===== config.mk =====
export PLATFORM = sky130hd
export DESIGN_NAME = ctrl_fsm_mc
export DESIGN_NICKNAME = d
export VERILOG_FILES = /design/src/rtl/ctrl_fsm_mc.sv
export SDC_FILE = /design/constraint.sdc
export NUM_CORES = 1
export LEC_CHECK = 0
export ABC_AREA = 0
export CORE_MARGIN = 1.5
export CORE_UTILIZATION = 45
export CTS_CLUSTER_DIAMETER = 50
export DETAILED_ROUTE_END_ITERATION = 8
export PLACE_DENSITY = 0.76
export SYNTH_ARGS = -nofsm -noshare
export SYNTH_HDL_FRONTEND = slang
export SYNTH_SLANG_ARGS = --single-unit

===== constraint.sdc =====
create_clock -name clk -period 3.6 [get_ports clk]
set_clock_uncertainty 0.05 [all_clocks]
set_input_delay 0.54 -clock clk [delete_from_list [all_inputs] [get_ports clk]]
set_output_delay 0.54 -clock clk [all_outputs]
set_load 0.03 [all_outputs]

===== src/rtl/ctrl_fsm_mc.sv =====
// Multicycle control unit for the 16-bit CPU: sequences fetch / decode / data
// access over a req/ack memory port, evaluates branches, traps faults, counts retires.
module ctrl_fsm_mc #(
    parameter int OPW          = 5,
    parameter int TIMEOUT      = 16,
    parameter int CNT_W        = 16,
    parameter int ILLEGAL_TRAP = 1
) (
    input  logic             clk,
    input  logic             reset_n,
    input  logic             start,
    input  logic [OPW-1:0]   opcode,
    input  logic             flag_n,
    input  logic             flag_z,
    input  logic             mem_ack,
    output logic             mem_req,
    output logic             mem_we,
    output logic             mem_sel,
    output logic             ir_load,
    output logic             ALUOp,
    output logic             ALUSrc,
    output logic             ExtSel,
    output logic             RegWrite,
    output logic             RegDst,
    output logic [2:0]       WBSrc,
    output logic             NZ,
    output logic             BrSrc,
    output logic             pc_enable,
    output logic             pc_inc,
    output logic             busy,
    output logic             trap,
    output logic [1:0]       trap_code,
    output logic [CNT_W-1:0] instr_count
);

    localparam int CW = (TIMEOUT > 2) ? $clog2(TIMEOUT) : 1;
    localparam logic [CW-1:0] WAIT_LAST = CW'(TIMEOUT - 1);

    localparam logic [4:0] OP_MV    = 5'b00000;
    localparam logic [4:0] OP_ADD   = 5'b00001;
    localparam logic [4:0] OP_SUB   = 5'b00010;
    localparam logic [4:0] OP_CMP   = 5'b00011;
    localparam logic [4:0] OP_LD    = 5'b00100;
    localparam logic [4:0] OP_ST    = 5'b00101;
    localparam logic [4:0] OP_JR    = 5'b01000;
    localparam logic [4:0] OP_JZR   = 5'b01001;
    localparam logic [4:0] OP_JNR   = 5'b01010;
    localparam logic [4:0] OP_CALLR = 5'b01100;
    localparam logic [4:0] OP_MVI   = 5'b10000;
    localparam logic [4:0] OP_ADDI  = 5'b10001;
    localparam logic [4:0] OP_SUBI  = 5'b10010;
    localparam logic [4:0] OP_CMPI  = 5'b10011;
    localparam logic [4:0] OP_MVHI  = 5'b10110;
    localparam logic [4:0] OP_J     = 5'b11000;
    localparam logic [4:0] OP_JZ    = 5'b11001;
    localparam logic [4:0] OP_JN    = 5'b11010;
    localparam logic [4:0] OP_CALL  = 5'b11100;

    localparam logic [2:0] WB_MEM  = 3'b000;
    localparam logic [2:0] WB_ALU  = 3'b001;
    localparam logic [2:0] WB_PC2  = 3'b010;
    localparam logic [2:0] WB_RY   = 3'b011;
    localparam logic [2:0] WB_IMM8 = 3'b100;
    localparam logic [2:0] WB_HI   = 3'b101;

    localparam logic [1:0] TC_FETCH   = 2'b01;
    localparam logic [1:0] TC_DATA    = 2'b10;
    localparam logic [1:0] TC_ILLEGAL = 2'b11;

    typedef enum logic [2:0] {
        S_IDLE,
        S_FETCH,
        S_DECODE,
        S_MEM,
        S_TRAP
    } state_t;

    state_t        state, state_nxt;
    logic [CW-1:0] wait_cnt;
    logic          st_pending;
    logic          expired;
    logic          br_taken;
    logic          dec_retire;
    logic          retire;
    logic          trap_set;
    logic [1:0]    trap_code_nxt;
    logic [4:0]    op5;

    assign op5     = opcode[4:0];
    assign expired = (wait_cnt == WAIT_LAST);

    // Condition select from the low opcode bits; flags are sampled in DECODE.
    always_comb begin
        br_taken = 1'b0;
        case (op5[1:0])
            2'b00:   br_taken = 1'b1;
            2'b01:   br_taken = flag_z;
            2'b10:   br_taken = flag_n;
            default: br_taken = 1'b0;
        endcase
    end

    always_comb begin
        state_nxt     = state;
        mem_req       = 1'b0;
        mem_we        = 1'b0;
        mem_sel       = 1'b0;
        ir_load       = 1'b0;
        ALUOp         = 1'b0;
        ALUSrc        = 1'b0;
        ExtSel        = 1'b0;
        RegWrite      = 1'b0;
        RegDst        = 1'b0;
        WBSrc         = WB_MEM;
        NZ            = 1'b0;
        BrSrc         = 1'b0;
        pc_enable     = 1'b0;
        pc_inc        = 1'b0;
        busy          = 1'b0;
        dec_retire    = 1'b0;
        retire        = 1'b0;
        trap_set      = 1'b0;
        trap_code_nxt = 2'b00;

        case (state)
            S_IDLE: begin
                if (start) state_nxt = S_FETCH;
            end

            S_FETCH: begin
                mem_req = 1'b1;
                if (mem_ack) begin
                    ir_load   = 1'b1;
                    state_nxt = S_DECODE;
                end else if (expired) begin
                    trap_set      = 1'b1;
                    trap_code_nxt = TC_FETCH;
                    state_nxt     = S_TRAP;
                end
            end

            S_DECODE: begin
                case (op5)
                    OP_MV: begin
                        RegWrite = 1'b1; WBSrc = WB_RY; dec_retire = 1'b1;
                    end
                    OP_ADD, OP_SUB: begin
                        RegWrite = 1'b1; ALUOp = op5[1]; WBSrc = WB_ALU; dec_retire = 1'b1;
                    end
                    OP_CMP: begin
                        ALUOp = 1'b1; NZ = 1'b1; dec_retire = 1'b1;
                    end
                    OP_MVI: begin
                        RegWrite = 1'b1; WBSrc = WB_IMM8; dec_retire = 1'b1;
                    end
                    OP_ADDI, OP_SUBI: begin
                        RegWrite = 1'b1; ALUSrc = 1'b1; ALUOp = op5[1]; NZ = 1'b1;
                        WBSrc = WB_ALU; dec_retire = 1'b1;
                    end
                    OP_CMPI: begin
                        ALUSrc = 1'b1; ALUOp = 1'b1; NZ = 1'b1; WBSrc = WB_ALU;
                        dec_retire = 1'b1;
                    end
                    OP_MVHI: begin
                        RegWrite = 1'b1; WBSrc = WB_HI; dec_retire = 1'b1;
                    end
                    OP_LD, OP_ST: begin
                        state_nxt = S_MEM;
                    end
                    OP_JR, OP_JZR, OP_JNR, OP_J, OP_JZ, OP_JN, OP_CALLR, OP_CALL: begin
                        BrSrc      = op5[4];
                        ExtSel     = 1'b1;
                        pc_enable  = br_taken;
                        dec_retire = 1'b1;
                        // Link register is written whether or not the call is taken.
                        if (op5 == OP_CALLR || op5 == OP_CALL) begin
                            RegWrite = 1'b1;
                            RegDst   = 1'b1;
                            WBSrc    = WB_PC2;
                        end
                    end
                    default: begin
                        if (ILLEGAL_TRAP != 0) begin
                            trap_set      = 1'b1;
                            trap_code_nxt = TC_ILLEGAL;
                            state_nxt     = S_TRAP;
                        end else begin
                            dec_retire = 1'b1;
                        end
                    end
                endcase
                if (dec_retire) begin
                    retire    = 1'b1;
                    pc_inc    = ~pc_enable;
                    state_nxt = S_FETCH;
                end
            end

            S_MEM: begin
                mem_req = 1'b1;
                mem_sel = 1'b1;
                mem_we  = st_pending;
                busy    = 1'b1;
                if (mem_ack) begin
                    RegWrite  = ~st_pending;
                    WBSrc     = WB_MEM;
                    pc_inc    = 1'b1;
                    retire    = 1'b1;
                    state_nxt = S_FETCH;
                end else if (expired) begin
                    trap_set      = 1'b1;
                    trap_code_nxt = TC_DATA;
                    state_nxt     = S_TRAP;
                end
            end

            S_TRAP: begin
                state_nxt = S_TRAP;
            end

            default: begin
                state_nxt = S_IDLE;
            end
        endcase
    end

    always_ff @(posedge clk or negedge reset_n) begin
        if (!reset_n) begin
            state       <= S_IDLE;
            wait_cnt    <= '0;
            st_pending  <= 1'b0;
            trap        <= 1'b0;
            trap_code   <= 2'b00;
            instr_count <= '0;
        end else begin
            state <= state_nxt;
            // Counter restarts on every state entry and saturates at the expiry value.
            if (state_nxt != state)
                wait_cnt <= '0;
            else if ((state == S_FETCH || state == S_MEM) && !expired)
                wait_cnt <= wait_cnt + CW'(1);
            if (state == S_DECODE)
                st_pending <= (op5 == OP_ST);
            if (trap_set) begin
                trap      <= 1'b1;
                trap_code <= trap_code_nxt;
            end
            if (retire)
                instr_count <= instr_count + CNT_W'(1);
        end
    end

endmodule


**Yosys cells after proc, flatten, opt, wreduce, memory -nomap -nowiden**

Index checks and enable logic that the tools add are counted.

- Add/subtract/negate cells: 2
- Eq/ne operators: 26
- Multiplexer cells: 53
- Bitwise gates (word level): 2
- Reductions and logical operators: 19

Operators with widths:

| cell | number |
|---|---|
| 5-bit equality test (second input constant) | 9 |
| 1-bit 2-to-1 mux | 30 |
| 3-bit one-hot mux with 5 select lines | 2 |
| 5-bit by 4-bit equality test with 1-bit output (second input constant) | 4 |
| 19-bit OR reduction | 1 |
| 3-bit 2-to-1 mux | 6 |
| 17-bit OR reduction | 1 |
| 16-bit by 1-bit adder with 16-bit output (second input constant) | 1 |
| 1-bit one-hot mux with 2 select lines | 6 |
| 5-bit by 2-bit equality test with 1-bit output (second input constant) | 2 |
| 5-bit by 3-bit equality test with 1-bit output (second input constant) | 2 |
| 2-bit 2-to-1 mux | 4 |
| 4-bit 2-to-1 mux | 2 |
| 4-bit OR reduction | 2 |
| 8-bit OR reduction | 1 |
| 7-bit OR reduction | 1 |
| 3-bit by 2-bit equality test with 1-bit output (second input constant) | 2 |
| 2-bit one-hot mux with 3 select lines | 1 |
| 3-bit one-hot mux with 2 select lines | 1 |
| 2-bit OR reduction | 3 |
| 5-bit by 1-bit equality test with 1-bit output (second input constant) | 1 |
| 5-bit logical NOT | 1 |
| 5-bit OR reduction | 1 |
| 4-bit by 1-bit adder with 4-bit output (second input constant) | 1 |
| other kinds (15) | 17 |

- Register bits: 27
- Output and inout bits: 36
- Logic and storage cells: 108

**Depth between registers and ports, before layout**

- Depth after elaboration: 8
- Mapped depth: 7
- Gate-level depth less buffers: 6

**Worst setup path after synthesis**

Ideal clock, no wire load.

- Kind: in2out
- From: input port opcode[2]
- To: output port RegWrite
- Data arrival time: 1.975 ns
- Path slack: 1.035 ns
- Cell stages on the path: 6
- Path buffers: 1
- Path through: buf_1 nand2_1 o21bai_1 a22oi_1 o22a_1 nor3_1

- Word-level cells in the longest chain between the ends: 5
- Elaborated cells between the ends (all ways): 21
- Those cells by class: 14 x eq/ne; 3 x mux; 4 x reduce/logical

Ends and longest elaborated chain:

| element | RTL line | text |
|---|---|---|
| start, declared | 12 | `input logic [OPW-1:0] opcode,` |
| 5-bit by 4-bit equality test with 1-bit output / 5-bit equality test (equally long branches) | 143, 176 |  |
| 1-bit logical OR | 176 | `if (op5 == OP_CALLR \|\| op5 == OP_CALL) begin` |
| 1-bit 2-to-1 mux | 176 |  |
| 1-bit one-hot mux with 2 select lines * | 143 | `case (op5)` |
| 1-bit one-hot mux with 2 select lines * | 125 | `case (state)` |
| end, declared | 23 | `output logic RegWrite,` |

Mark *: on every way between the ends. The rest lies on a longest branch, timed or not.

**Final worst setup path**

- From: input port opcode[3]
- To: output port RegWrite

Same word-level chain as after synthesis.

==> flow_summary.toml <==
[outcome]
status = "completed"

[final_layout]
final_nets = 238
n_antenna_cell = 0
drive_above_1_share_pct = 10.7
synthToLayoutAreaGrowth_pct = 31.2

[clocking]
cts_resized = 0
h-tree-depth = 1
cts_hold_buf = 0
cts_buffers = 3
root_buffer = "clkbuf_8"
clk_pin_slew_ps = 100
clock_sinks = 27
clk_latency_ps = 270
clock_path_buffers = 2
tritoncts = "yes"
cts_setup_buffers = 0

[route]
wirelength_um = 3620
via_count = 1470
viasPerCell = 5.40
drc = 0
wl_per_cell_um = 13.3
drtPass1Iterations = 4
drtAntennaViolNets = 0
drt-initial-drc-count = 102

[synth]
synth_warnings = 0
ys.flop_type = "dfrtp_1"
synth_edf_count = 0
ys_types = 53
yosysSeqAreaShare_pct = 39.7
synthArstFlopShare_pct = 100
netlist_instances = 181
ys_ff_latch = 27
syn_area_mm2 = 0.00170
syn_avg_cell_area_um2 = 9.41
syn_nets = 194

[global_route]
gr-usage-met3_pct = 4.17
grt_pass1_wl_um = 6140
grt.busiest_layer = "met2"
antenna_found_initial = 0
grt_max_degree = 28
overflow = 0
gr-usage-met2_pct = 31.6
gr-usage-all-layers_pct = 18.2
grt_pass1_vias = 1377
met1_usage_pct = 24.3

[setup_path]
path_cells = "clkdlybuf4s50_1 > nand2_1 > o21bai_1 > a22oi_1 > o22a_1 > nor3_1 > clkdlybuf4s50_1"
endpoint_kind = "primary output"
cpPeakStageDelay_ps = 700
cp_slowest_cell = "clkdlybuf4s50_1"
rrSetupSlack_ps = 1410
cp_common_cell = "clkdlybuf4s50_1"
cp_data_arrival_time_ps = 2630
path_buf_inv = 2
worst_ep_required_time_ps = 3010
cp-start-kind = "input pin"
crit_type = "in2out"
cp_max_fo = 8
cp_top_family = "buffers and inverters"

[place]
preCtsSetupSlack_ps = 401
io_buffers = 46
place_congestion = 0.794
hpwlAfterDp_um = 2690

[timing]
fmax_mhz = 310
finalHoldViolCount = 0
setup-tns-final_ps = 0
setup_ws_ps = 376
whs_ps = 429
finalCritPeriodShare_pct = 89.6
maxSlewHeadroom_pct = 68.3
slew_violations = 0
rsz0062_at_grt = "no"
tightestPinTransition_ps = 474
setup_viol = 0
period_needed_ps = 3220

[die]
pin_count = 47
die_height_um = 64.5
die_width_um = 64.5
die-area_mm2 = 0.00416
core.rowCount = 22
initial_core_util_pct = 46.9
fp.coreArea_mm2 = 0.00363

[flow_run]
maxCapViolations = 0

[power_and_ir_drop]
power_w = 0.00128
p_leak_nw = 0.951
powerDensity_mw_per_mm2 = 573
ir_drop_v = 0.000410

[worst_hold_path]
hp-class = "reg2reg"
[worst paths after layout]
path / to / from / cells after the start
worst max-delay path: RegWrite / opcode[3] / 7
worst min-delay path: instr_count[15] / instr_count[15] / 1
worst max register to register: instr_count[10] / state[0] / 6
worst min register to register: instr_count[15] / instr_count[15] / 1
max in group asynchronous: wait_cnt[3] / reset_n / 2
min in group asynchronous: instr_count[14] / reset_n / 2
[layout by cell type, fill, tap and decap left out, types with 3 or more instances in the layout]
| cell type | n |
|---|---|
| and3_1 | 3 |
| xnor2_1 | 3 |
| nand3_1 | 9 |
| clkbuf_8 | 3 |
| nand2_1 | 15 |
| nor4_1 | 3 |
| a21oi_1 | 12 |
| nor2_1 | 18 |
| nor3_2 | 5 |
| buf_4 | 5 |
| xor2_1 | 14 |
| or3_1 | 3 |
| dfrtp_1 | 27 |
| clkdlybuf4s50_1 | 46 |
| o21ai_0 | 5 |
| nand2b_1 | 3 |
| nand4_1 | 4 |
[synth_stat cells, types with 3 or more instances]
cell       n  share of area (%)
nand2_1   15                3.3
or3_1      3                1.1
and3_1     3                1.1
xor2_1    14                7.2
dfrtp_1   27                 40
nor4_1     3                1.1
nand3_1    9                2.6
nand2b_1   3                1.1
xnor2_1    3                1.5
nand4_1    4                1.5
nor2_1    18                4.0
nor3_2     5                2.9
buf_4      4                1.8
clkbuf_1   4               0.88
o21ai_0    5                1.5
a21oi_1   12                3.5
[per-layer routing]
layer  share of wire, %  up-vias
li1                   -      734
met1                 48      702
met2                 47       32
met3                4.5        2
met4               0.19        0
met5                  0        -
[through the flow]
step           utilization, %  area (um^2)  std cells
5_1_grt                  61.5         2230        272
3_3_place_gp             60.1         2180        268
2_1_floorplan               -         1700        181
3_5_place_dp             60.1         2180        268
4_1_cts                  61.5         2230        272
6_report                 61.5         2230        272
[report_power, final]
part | internal (W) | switching [W] | leakage (nW)
clock network | 0.0000786 | 0.0000984 | 0.0217
logic | 0.000260 | 0.000376 | 0.579
registers | 0.000364 | 0.000104 | 0.350
[layout make-up]
class                   instances  area [um^2]
multi-input cells             139          937
well taps                      48         60.1
flip-flops and latches         27          676
clock inverters                 1         7.51
fillers                       324         1400
inverters                       3         13.8
clock buffers                   3         41.3
repair buffers                 51          498
[cell families (layout without fill, tap and decap cells)]
logic type	count (synthesis)	in the layout	share of synthesized area (%)
AOI/OAI and AO/OA	34	34	14.0
DFF	27	27	39.7
and+or+nand+nor	83	83	29.0
muxes	3	3	1.84
adders and majority gates	2	2	1.47
xor gates and xnor gates	17	17	8.74
buffers and inverters	15	58	5.29
[state kept, by name (all words and copies together), names as in the netlist]
signal,count
instr_count,16
wait_cnt,4
state,3
trap_code,2
st_pending,1
trap,1
Note: power is estimated with default switching activity, not from simulation.
